## config.mk

```make
export PLATFORM = sky130hd
export DESIGN_NAME = trng_entropy_pool
export DESIGN_NICKNAME = d
export VERILOG_FILES = /design/src/rtl/trng_entropy_pool.sv
export SDC_FILE = /design/constraint.sdc
export NUM_CORES = 1
export LEC_CHECK = 0
export BUFFER_PORTS_ARGS = -buffer_cell sky130_fd_sc_hd__buf_4
export CORE_MARGIN = 5
export CORE_UTILIZATION = 45
export CTS_CLUSTER_DIAMETER = 200
export DETAILED_ROUTE_END_ITERATION = 8
export PLACE_DENSITY_LB_ADDON = 0.15
export SETUP_SLACK_MARGIN = 0.4
export SYNTH_ARGS = -nofsm -noshare
export SYNTH_HDL_FRONTEND = slang
export SYNTH_SLANG_ARGS = --single-unit
```

## constraint.sdc

```tcl
create_clock -name wb_clk_i -period 2.8 [get_ports wb_clk_i]
set_input_delay 0.56 -clock wb_clk_i [delete_from_list [all_inputs] [get_ports wb_clk_i]]
set_output_delay 0.56 -clock wb_clk_i [all_outputs]
set_load 0.03 [all_outputs]
```

## src/rtl/trng_entropy_pool.sv

```systemverilog
// Health-tested entropy pool: RCT/APT on raw TRNG words, rotate-XOR conditioning, FWFT FIFO.
// Optional adaptive proportion test compiled in with `define TRNG_APT_EN.
module trng_entropy_pool #(
  parameter int DATA_W        = 32,
  parameter int FIFO_DEPTH    = 4,
  parameter int STARTUP_WORDS = 8,
  parameter int RCT_CUTOFF    = 3,
  parameter int APT_WINDOW    = 16,
  parameter int APT_LO        = 200,
  parameter int APT_HI        = 312
) (
  input  logic                            wb_clk_i,
  input  logic                            rst_ni,
  input  logic                            trng_valid_i,
  input  logic [DATA_W-1:0]               trng_data_i,
  output logic                            trng_ready_o,
  input  logic                            rd_en_i,
  output logic [DATA_W-1:0]               rd_data_o,
  output logic                            rd_valid_o,
  output logic [$clog2(FIFO_DEPTH):0]     fifo_level_o,
  output logic                            startup_done_o,
  output logic                            health_fail_o,
  input  logic                            clear_fail_i
);

  localparam int PTR_W = $clog2(FIFO_DEPTH);
  localparam int LVL_W = PTR_W + 1;
  localparam int REP_W = $clog2(RCT_CUTOFF + 1);
  localparam int SU_W  = $clog2(STARTUP_WORDS + 1);

  typedef enum logic [1:0] {ST_STARTUP, ST_RUN, ST_FAIL} state_e;

  state_e              state_q, state_d;
  logic [SU_W-1:0]     su_cnt_q, su_cnt_d;
  logic                clear_tests;

  logic [DATA_W-1:0]   prev_raw_q;
  logic                prev_vld_q;
  logic [REP_W-1:0]    rep_cnt_q;
  logic [REP_W-1:0]    rep_next;
  logic                rct_fail;
  logic                apt_fail;

  logic [DATA_W-1:0]   cond_q;
  logic [DATA_W-1:0]   cond;

  logic [DATA_W-1:0]   mem_q [FIFO_DEPTH];
  logic [PTR_W-1:0]    wr_ptr_q, rd_ptr_q, rd_ptr_inc;
  logic [LVL_W-1:0]    level_q;
  logic [DATA_W-1:0]   rd_data_q, rd_data_d;

  logic full, accept, testing, health_trip, push, pop, flush;

  assign full         = (level_q == LVL_W'(FIFO_DEPTH));
  assign trng_ready_o = (state_q == ST_RUN) ? !full : 1'b1;
  assign accept       = trng_valid_i && trng_ready_o;
  assign testing      = accept && (state_q != ST_FAIL);

  assign rep_next = (prev_vld_q && (trng_data_i == prev_raw_q)) ? rep_cnt_q + REP_W'(1)
                                                                 : REP_W'(1);
  assign rct_fail = (rep_next >= REP_W'(RCT_CUTOFF));

  assign cond = trng_data_i ^ {cond_q[DATA_W-2:0], cond_q[DATA_W-1]};

  assign health_trip = testing && (rct_fail || apt_fail);
  assign push        = testing && (state_q == ST_RUN) && !health_trip;
  assign rd_valid_o  = (level_q != '0);
  assign pop         = rd_en_i && rd_valid_o && (state_q != ST_FAIL);
  // Entering FAIL wipes the FIFO in the same edge that latches the fault.
  assign flush       = health_trip || (state_q == ST_FAIL);

`ifdef TRNG_APT_EN
  localparam int PC_W      = $clog2(DATA_W + 1);
  localparam int APT_SUM_W = $clog2(DATA_W * APT_WINDOW + 1);
  localparam int APT_CNT_W = $clog2(APT_WINDOW + 1);

  function automatic logic [PC_W-1:0] popcount(input logic [DATA_W-1:0] v);
    logic [PC_W-1:0] n;
    n = '0;
    for (int i = 0; i < DATA_W; i++) n = n + PC_W'(v[i]);
    return n;
  endfunction

  logic [APT_SUM_W-1:0] apt_sum_q, apt_sum_next;
  logic [APT_CNT_W-1:0] apt_cnt_q;
  logic                 apt_last;

  assign apt_sum_next = apt_sum_q + APT_SUM_W'(popcount(trng_data_i));
  assign apt_last     = (apt_cnt_q == APT_CNT_W'(APT_WINDOW - 1));
  assign apt_fail     = apt_last && ((apt_sum_next < APT_SUM_W'(APT_LO)) ||
                                     (apt_sum_next > APT_SUM_W'(APT_HI)));

  always_ff @(posedge wb_clk_i or negedge rst_ni) begin
    if (!rst_ni) begin
      apt_sum_q <= '0;
      apt_cnt_q <= '0;
    end else if (clear_tests) begin
      apt_sum_q <= '0;
      apt_cnt_q <= '0;
    end else if (testing) begin
      if (apt_last) begin
        apt_sum_q <= '0;
        apt_cnt_q <= '0;
      end else begin
        apt_sum_q <= apt_sum_next;
        apt_cnt_q <= apt_cnt_q + APT_CNT_W'(1);
      end
    end
  end
`else
  logic apt_cfg_unused;
  assign apt_cfg_unused = ((APT_WINDOW + APT_LO + APT_HI) != 0);
  assign apt_fail       = 1'b0;
`endif

  always_comb begin
    state_d     = state_q;
    su_cnt_d    = su_cnt_q;
    clear_tests = 1'b0;
    case (state_q)
      ST_STARTUP: begin
        if (health_trip) begin
          state_d = ST_FAIL;
        end else if (testing) begin
          if (su_cnt_q == SU_W'(STARTUP_WORDS - 1)) begin
            state_d  = ST_RUN;
            su_cnt_d = '0;
          end else begin
            su_cnt_d = su_cnt_q + SU_W'(1);
          end
        end
      end
      ST_RUN: begin
        if (health_trip) state_d = ST_FAIL;
      end
      ST_FAIL: begin
        if (clear_fail_i) begin
          state_d     = ST_STARTUP;
          su_cnt_d    = '0;
          clear_tests = 1'b1;
        end
      end
      default: state_d = ST_STARTUP;
    endcase
  end

  always_ff @(posedge wb_clk_i or negedge rst_ni) begin
    if (!rst_ni) begin
      state_q  <= ST_STARTUP;
      su_cnt_q <= '0;
    end else begin
      state_q  <= state_d;
      su_cnt_q <= su_cnt_d;
    end
  end

  always_ff @(posedge wb_clk_i or negedge rst_ni) begin
    if (!rst_ni) begin
      prev_raw_q <= '0;
      prev_vld_q <= 1'b0;
      rep_cnt_q  <= '0;
      cond_q     <= '0;
    end else if (clear_tests) begin
      prev_vld_q <= 1'b0;
      rep_cnt_q  <= '0;
      cond_q     <= '0;
    end else begin
      if (testing) begin
        prev_raw_q <= trng_data_i;
        prev_vld_q <= 1'b1;
        rep_cnt_q  <= rep_next;
      end
      if (push) cond_q <= cond;
    end
  end

  assign rd_ptr_inc = rd_ptr_q + PTR_W'(1);

  // Head register: next entry on pop, or the incoming word when it lands in an empty slot.
  always_comb begin
    rd_data_d = rd_data_q;
    if (!flush) begin
      if (pop && (level_q > LVL_W'(1)))
        rd_data_d = mem_q[rd_ptr_inc];
      else if (push && ((level_q == '0) || pop))
        rd_data_d = cond;
    end
  end

  always_ff @(posedge wb_clk_i or negedge rst_ni) begin
    if (!rst_ni) begin
      for (int i = 0; i < FIFO_DEPTH; i++) mem_q[i] <= '0;
      wr_ptr_q  <= '0;
      rd_ptr_q  <= '0;
      level_q   <= '0;
      rd_data_q <= '0;
    end else begin
      rd_data_q <= rd_data_d;
      if (flush) begin
        wr_ptr_q <= '0;
        rd_ptr_q <= '0;
        level_q  <= '0;
      end else begin
        if (push) begin
          mem_q[wr_ptr_q] <= cond;
          wr_ptr_q        <= wr_ptr_q + PTR_W'(1);
        end
        if (pop) rd_ptr_q <= rd_ptr_inc;
        case ({push, pop})
          2'b10:   level_q <= level_q + LVL_W'(1);
          2'b01:   level_q <= level_q - LVL_W'(1);
          default: level_q <= level_q;
        endcase
      end
    end
  end

  assign rd_data_o      = rd_data_q;
  assign fifo_level_o   = level_q;
  assign startup_done_o = (state_q == ST_RUN);
  assign health_fail_o  = (state_q == ST_FAIL);

endmodule

```

==> results of run 1 <==
cells in the final DEF, fill, tap and decap left out, types with 3 or more instances in the layout:
cell and n:
sky130_fd_sc_hd__dfrtp_1 237, sky130_fd_sc_hd__buf_4 125, sky130_fd_sc_hd__mux2_4 121, sky130_fd_sc_hd__mux2_2 98, sky130_fd_sc_hd__xor2_1 61, sky130_fd_sc_hd__mux4_2 32
sky130_fd_sc_hd__o311a_1 32, sky130_fd_sc_hd__clkbuf_16 32, sky130_fd_sc_hd__o21bai_1 29, sky130_fd_sc_hd__buf_12 17, sky130_fd_sc_hd__nand2_1 11, sky130_fd_sc_hd__buf_16 10
sky130_fd_sc_hd__buf_6 10, sky130_fd_sc_hd__ha_1 8, sky130_fd_sc_hd__inv_1 7, sky130_fd_sc_hd__nor4_1 6, sky130_fd_sc_hd__a21oi_1 6, sky130_fd_sc_hd__clkbuf_1 6
sky130_fd_sc_hd__clkbuf_8 6, sky130_fd_sc_hd__nand2b_1 5, sky130_fd_sc_hd__nor2b_1 5, sky130_fd_sc_hd__xnor2_1 5, sky130_fd_sc_hd__nand3b_1 5, sky130_fd_sc_hd__mux2_1 5
sky130_fd_sc_hd__nor2_1 5, sky130_fd_sc_hd__buf_8 5, sky130_fd_sc_hd__o21ai_0 4, sky130_fd_sc_hd__nand3_1 4, sky130_fd_sc_hd__nor3_1 4, sky130_fd_sc_hd__and3_1 3
sky130_fd_sc_hd__nor2_2 3, sky130_fd_sc_hd__o21ai_1 3, sky130_fd_sc_hd__o21bai_4 3, sky130_fd_sc_hd__clkinvlp_4 3, sky130_fd_sc_hd__clkinv_2 3, sky130_fd_sc_hd__dfrtp_2 3
synth_stat cells, drive strengths merged (6+ instances only):
cell	number
ha	9
nor2	8
nand2	11
mux2	224
o311a	32
xor2	62
mux4	32
buf	24
nand3	6
nor4	8
a21oi	8
o21ai	10
inv	9
o21bai	32
dfrtp	240
clkbuf	28
kinds of logic (layout without fill, tap and decap cells):
group | Yosys count | in the layout | synth area share (%)
DFF | 240 | 240 | 52.8
and+or+nand+nor | 64 | 64 | 3.31
AOI/OAI and AO/OA | 93 | 93 | 6.52
muxes | 257 | 257 | 28.6
buffers and inverters | 61 | 228 | 2.58
xor gates and xnor gates | 67 | 67 | 5.16
adders and majority gates | 9 | 9 | 0.991
through the flow:
step                      cell area, um^2  power [mW]  utilization, %  std cells
after floorplan                     11500        10.9               -        791
after global placement              12800        12.6            51.0       1204
after detailed placement            12800        13.0            51.0       1204
after CTS                           14300        16.9            57.0       1280
after global routing                14800        18.5            59.3       1288
final                               14800        17.6            59.3       1288
layer usage:
| metal | share of wire [%] | up-vias | wire [um] | global-route usage (%) |
|---|---|---|---|---|
| li1 | - | 3224 | - | - |
| met1 | 44 | 3926 | 13600 | 27.4 |
| met2 | 51 | 140 | 15900 | 37.0 |
| met3 | 3.3 | 42 | 1020 | 2.92 |
| met4 | 1.9 | 0 | 600 | 5.12 |
| met5 | 0 | - | 0 | 0 |
what timing repair did:
item	CTS	global route
endpoints found under the setup margin	203	204
gates cloned	13	5
hold buffers	0	0
buffers inserted	16	3
endpoints found under the hold margin	0	0
gates resized for setup	65	107
pin swaps	9	6
worst max-delay path, cell delays in order, from the launching register on:
cell	delay (ns)
sky130_fd_sc_hd__dfrtp_1	0.42
sky130_fd_sc_hd__xor2_2	0.18
sky130_fd_sc_hd__nor4_4	0.33
sky130_fd_sc_hd__buf_4	0.17
sky130_fd_sc_hd__nand4_1	0.15
sky130_fd_sc_hd__nor4_4	0.43
sky130_fd_sc_hd__nand3b_1	0.27
sky130_fd_sc_hd__buf_6	0.16
sky130_fd_sc_hd__buf_12	0.13
sky130_fd_sc_hd__mux2_2	0.34
worst paths after layout:
| kind | cells past startpoint | end | slack, ns | start |
|---|---|---|---|---|
| min reg2reg | 2 | prev_vld_q | 0.48 | prev_vld_q |
| max in group asynchronous | 2 | cond_q[16] | 1.98 | rst_ni |
| max | 9 | mem_q[116] | 0.11 | prev_raw_q[12] |
| max reg2reg | 9 | mem_q[116] | 0.11 | prev_raw_q[12] |
| min in group wb_clk_i | 2 | state_q[1] | 0.23 | clear_fail_i |
| min | 1 | mem_q[90] | 0.003 | rst_ni |
power groups by stage:
stage	Combinational (mW)	Clock [mW]	Sequential (mW)
after floorplan	4.70	0	6.23
after global placement	6.74	0	5.87
after detailed placement	6.98	0	5.99
after CTS	7.43	3.49	5.94
after global routing	8.67	3.64	6.20
final	8.16	3.43	5.99
flip-flops by register name, summed over array words and instances, names as in the netlist:
| signal | cells |
|---|---|
| mem_q | 128 |
| prev_vld_q | 1 |
| prev_raw_q | 32 |
| rep_cnt_q | 2 |
| rd_data_o | 32 |
| fifo_level_o | 3 |
| su_cnt_q | 4 |
| cond_q | 32 |
| rd_ptr_q | 2 |
| state_q | 2 |
| wr_ptr_q | 2 |
layout make-up:
| type | instances | area, um^2 | share of cell area, % |
|---|---|---|---|
| Tap cell | 330 | 413 | 2.78 |
| Clock inverter | 8 | 76.3 | 0.514 |
| Inverter | 9 | 36.3 | 0.244 |
| Sequential cell | 240 | 6010 | 40.5 |
| Timing Repair Buffer | 172 | 1870 | 12.6 |
| Clock buffer | 39 | 781 | 5.26 |
| Multi-Input combinational cell | 490 | 5660 | 38.2 |
==> results.md, run 1 <==
- The run finished with clean final reports.
- The remaining antenna violation count after routing is 0.
- Prior to clock tree synthesis, the placed netlist has a worst setup slack of -0.339 ns.
- The initial antenna violation count came to 0.
- The setup skew after layout is 0.00761 ns.
- Counting I/O delays and the setup requirement, the final critical path takes 2.69 ns.
- The post-synthesis instance total is 791.
- In the finished design, the share of the clock period the worst path needs comes to 96.0%.
- During I/O placement, the number of pins put on the boundary was 76.
- The die is 169 um tall.
- The area enclosed by the die boundary is 0.0285 mm^2.
- The core region area is 0.0250 mm^2.
- The share of total power in combinational logic is 46.4%.
- The clock tree from TritonCTS is built.
- The mean instance size in the synthesized netlist is 14.4 um^2.
- In the synthesized netlist the dominant register cell turns out to be sky130_fd_sc_hd__dfrtp_1.
- The floorplan step set the die width to 169 um.
- The number of distinct library cells after synthesis is 44.
- The final count of pins violating max slew is 0.
- The worst hold path belongs to the class in2async.
- Once the floorplan was initialized, standard cells occupied 45.4% of the core.
- The highest net fanout along the worst path is 7.
- The fraction of synthesized cell area taken by the top area cell type is 52.8%.
- Setup repair after global routing could not meet its margin everywhere.
- The internal portion of total power is 11.8 mW.
- The required time reported for the critical path endpoint is 3.22 ns.
- The startpoint kind of the worst setup timing path is a register.
- From synthesis to final layout, the design area changed by 30.6%.
- The clock sink count is 240.
- After clock tree synthesis, the clock-pin slew on the worst setup and hold paths is 0.06 ns.
- Static timing analysis puts the maximum clock frequency at 372 MHz.
- Ranked by total cell area, the synthesized netlist is headed by sky130_fd_sc_hd__dfrtp_1 (53%), sky130_fd_sc_hd__mux2_2 (21%), sky130_fd_sc_hd__mux4_2 (6.3%).
- Max-cap violations in this run came to 0.
- For this design the total switching power over the nets is 5.78 mW.
- Summing the sequential cell areas from Yosys gives 52.8% of the chip area.
- The number of clock buffers inserted by TritonCTS is 27.
- The CTS H-tree depth is 1.
- The final-stage net count is 986.
- The post-route netlist has 51.5% of its cells at a drive strength greater than 1.
- The clock passes through at most 3 buffers.
- The combined area of all synthesized cells is 0.0114 mm^2.
- After synthesis the netlist holds a flip-flop and latch count of 240.
- Of the total power, registers draw 34.1%.
- The last weighted congestion value of the routability-driven placer is 0.783.
- The violation count after the first detailed-route iteration is 452.
- The warning count from the yosys run is 0.
- Across every metal layer, demand over resource in global routing totals 21.0%.
- The maximum resistive drop on vdd is 592 uV.
- The standby leakage power is 6.87 nW.
- The endpoint kind of the worst setup timing path is a register.
- The final setup TNS is 0 ns.
- The critical path is of the reg2reg type.
- The switching portion of total power is 32.9%.
- The root cell of the clock tree is sky130_fd_sc_hd__clkbuf_16.
- The cell area power density is 1180 mW/mm^2.
- Headroom to the max-slew limit came out at 43.4%.
- For the pin with the worst max-slew slack, the measured transition is 0.849 ns.
- The first global-routing pass estimated 47100 um of wire.
- The routed length per placed instance is 24.1 um.
- The biggest area contributor in the post-synthesis netlist is sky130_fd_sc_hd__dfrtp_1.
- The total overflow reported by the global router is 0.
- The repair_antennas step left the layout with diodes totalling 0.
- The per-cell via count in the routed design is 5.69.
- Fill cells in the final layout number 1964.
- Across all setup checks in the final design, the least slack found is 0.113 ns.
- For this run, design rule violations remaining after detail routing come to 0.
- The number of buffer cells added on primary ports is 75.
- Yosys mapped a number of flops with a built-in enable equal to 0.
- After legalization and detailed placement, the total HPWL measured 17800 um.
- The clock latency on the worst-skew pair is 0.54 ns.
- The number of global-route vias before repair is 8134.
- Setup violations remaining at the end of the flow were counted as 0.
- The number of hold-slack violations in the final timing report is 0.
- Entering global routing, the biggest net connects 74 pins.
- Final hold analysis gives a worst-case slack of 0.00263 ns.
- The worst endpoint data arrival time is 3.11 ns.
- The floorplan has 58 rows.
- The net count after synthesis is 837.
- The share of async-settable or async-resettable flops after synthesis is 100%.
- The routed design has 31100 um of wire.
- The clock network burns 19.5% of the power.
- The total number of vias is 7332.
- The pre-antenna-repair detailed-routing pass consisted of 4 iterations.
(Power assumes the default switching activity.)
==> run 2: changes to the inputs <==
- CORE_ASPECT_RATIO: default -> 0.75
==> run 2 against run 1 <==
Combinational power is 3.7% higher. Routed wire length rose by 1.8%. Global-route usage fell by 0.081 points. Worst setup slack worse by 0.044 ns. Hold slack better by 0.045 ns. Final cell count grew 1.7%. Largest power group unchanged.
==> results.md, run 2 (synthesized netlist as in run 1, its figures left out) <==
- The count of nets left with antenna violations once routing finished came out at 0.
- The worst setup path is launched from a register.
- After floorplanning, the core was divided into 50 placement rows.
- The flow ran to the end, and the final reports show no timing, DRC or antenna violations.
- After detailed routing, the number of remaining DRC violations is 0.
- The share of power burned in registers is 33.7%.
- The final count of pins violating max slew is 0.
- The slowest library cell on the worst path is sky130_fd_sc_hd__dfrtp_1.
- The highest net fanout along the worst path is 7.
- The final critical-path required period is 2.73 ns.
- The library cell used most frequently in the layout, excluding fill and tap cells, is sky130_fd_sc_hd__dfrtp_1.
- The clock sink count is 240.
- Counting cells, the worst reg-to-reg path comes to 11.
- Internal power comes to 12.0 mW.
- STA classifies the critical path endpoint as a register.
- The worst flop-to-flop path startpoint is prev_raw_q[25].
- After layout, the worst setup slack is 0.0691 ns.
- Derived from the worst setup path, the maximum achievable clock frequency is 366 MHz.
- The area overhead of the layout relative to synthesis is 32.8%.
- The first global-routing pass estimated 47500 um of wire.
- The setup skew after layout is 0.00848 ns.
- The standby leakage power is 7.07 nW.
- At the placement stage, the worst setup path has a slack of -0.438 ns.
- The number of hold-slack violations in the final timing report was 0.
- Across the VDD grid, the largest voltage drop is 607 uV.
- mem_q holds more flip-flops than any other register.
- The area enclosed by the die boundary is 0.0286 mm^2.
- The HPWL after detailed placement is 17400 um.
- At the pin with the least slew margin, the transition time is 0.977 ns.
- The share of total power dissipated in the clock network is 19.1%.
- 76 I/O pins were placed.
- The cell area power density is 1190 mW/mm^2.
- The flip-flop count of the largest register after layout is 128.
- Summed over all nets, the switching power comes to 5.91 mW.
- The overall track demand over capacity in global routing is 20.9%.
- The last weighted congestion value of the routability-driven placer is 0.767.
- The core region is 0.0249 mm^2.
- Entering global routing, the biggest net connects 84 pins.
- The violation count after the first detailed-route iteration is 330.
- Summing over every cut layer, the via total after detailed routing is 7402.
- Of the total power, the share spent switching nets is 33.0%.
- The max-capacitance violation count is 0.
- Clock latency on the worst-skew pair, taken at its later pin, is 0.52 ns.
- The clock tree from TritonCTS is built.
- Walking the worst path, the cells encountered are xor2_2 -> nor4_2 -> buf_4 -> nand4_1 -> buf_4 -> nor4_4 -> buf_6 -> nand3b_1 -> buf_6 -> clkbuf_16 -> mux2_4.
- The length of the first detailed-routing pass in iterations is 4.
- The max-slew headroom at the worst pin is 34.7%.
- The net count of the finished layout is 1000.
- The worst register-to-register path has a setup slack of 0.07 ns.
- The total overflow reported by the global router is 0.
- The worst endpoint data arrival time is 3.13 ns.
- The post-CTS clock slew at the launch and capture registers of the worst setup and hold paths is 0.06 ns.
- The root cell of the clock tree is sky130_fd_sc_hd__clkbuf_16.
- Leaving out fill and tap cells, the most frequent cells in the layout are sky130_fd_sc_hd__dfrtp_1 (237), sky130_fd_sc_hd__mux2_4 (140), sky130_fd_sc_hd__buf_4 (139).
- Once layout is complete, the cells apart from fillers number 1310.
- The worst setup path is of the reg2reg kind.
- The largest incremental delay on the critical path is 0.40 ns.
- Dividing the detail-routed wire length by the instance count gives 24.2 um.
- The finished cells cover 0.0151 mm^2.
- Cells fill 60.6% of the core in the end.
- The final setup TNS is 0 ns.
- The antenna diode instance count is 0.
- The share of total power in combinational logic is 47.2%.
- The required time reported for the critical path endpoint is 3.20 ns.
- The CTS H-tree depth is 1.
- Setup repair after global routing could not meet its margin everywhere.
- In this run the tool buffered the top-level ports with 75 buffer cells.
- Cells with a size suffix above 1 make up 52.8% of the layout.
- Measured along the y axis, the die boundary spans 148 um.
- The total length of routed wires is 31700 um.
- The min-delay analysis places its worst path in the category in2async.
- Once placement finished, the instance area stood at 0.0129 mm^2.
- For this configuration, the core starts out at a cell density of 45.7%.
- The final-layout fill cell count is 1957.
- The per-cell via count in the routed design is 5.65.
- The buffer levels on the longest clock path is 3.
- Hold repair after CTS inserted 0 buffers.
- Setup violations remaining at the end of the flow were counted as 0.
- After detailed placement, the design holds a cell count of 1219.
- The die span in x is 194 um.
- The initial antenna violation count is 0.
- The number of global-route vias before repair is 8104.
- In the finished design, the share of the clock period the worst path needs comes to 97.5%.
- The critical path starts at prev_raw_q[25].
- The number of clock buffers inserted by TritonCTS is 25.
run 2: cell types whose count changed in the layout (fill, tap and decap cells not counted), sizes merged:
cell    previous run  this run
bufinv             1         3
clkinv             3         6
clkbuf            44        39
buf              167       182
inv               10         9
run 2: layout make-up:
class                      count  area [um^2]  share of cell area, %
clock inverter                12          143                  0.945
clock buffer                  33          696                   4.61
tap                          338          423                   2.80
multi-input combinational    490         5720                   37.9
sequential                   240         6010                   39.8
inverter                       9         36.3                  0.240
timing repair buffer         188         2070                   13.7
run 2: repair_timing:
item / CTS / global route
pin swaps: 11 / 19
endpoints found under the setup margin: 203 / 200
resized for setup: 57 / 113
cloned: 12 / 6
setup buffers: 25 / 3
run 2: power groups by stage:
stage | clock network, mW | logic, mW | registers, mW
final | 3.42 | 8.46 | 6.03
after global routing | 3.62 | 8.96 | 6.22
after CTS | 3.48 | 7.54 | 5.95
after detailed placement | 0 | 7.00 | 6.00
after global placement | 0 | 6.78 | 5.86
after floorplan | 0 | 4.70 | 6.23
run 2: final timing paths:
kind / end
setup / recovery: mem_q[80]
hold / removal: fifo_level_o[1]
setup reg to reg: mem_q[80]
hold reg to reg: mem_q[46]
max in group asynchronous: mem_q[83]
min in group wb_clk_i: state_q[1]
run 2: layer usage:
metal	vias to the layer above	global-route usage [%]	share of wire (%)
met4	0	6.30	3.0
met5	-	0	0
met2	183	34.7	47
met1	3901	28.7	45
met3	64	3.26	4.5
li1	3254	-	-
run 2: critical path: cells and delay by family, from the launching register on:
family	cells	cell delay, ns
and+or+nand+nor	4	0.89
buffers and inverters	5	0.85
DFF	1	0.40
muxes	1	0.30
xor gates and xnor gates	1	0.17
run 2: metrics by stage:
stage	power, mW	hold slack (ns)
final	17.9	0.0480
after global routing	18.8	0.0925
after CTS	17.0	0.0599
after detailed placement	13.0	0.485
after global placement	12.6	0.458
after floorplan	10.9	0.264
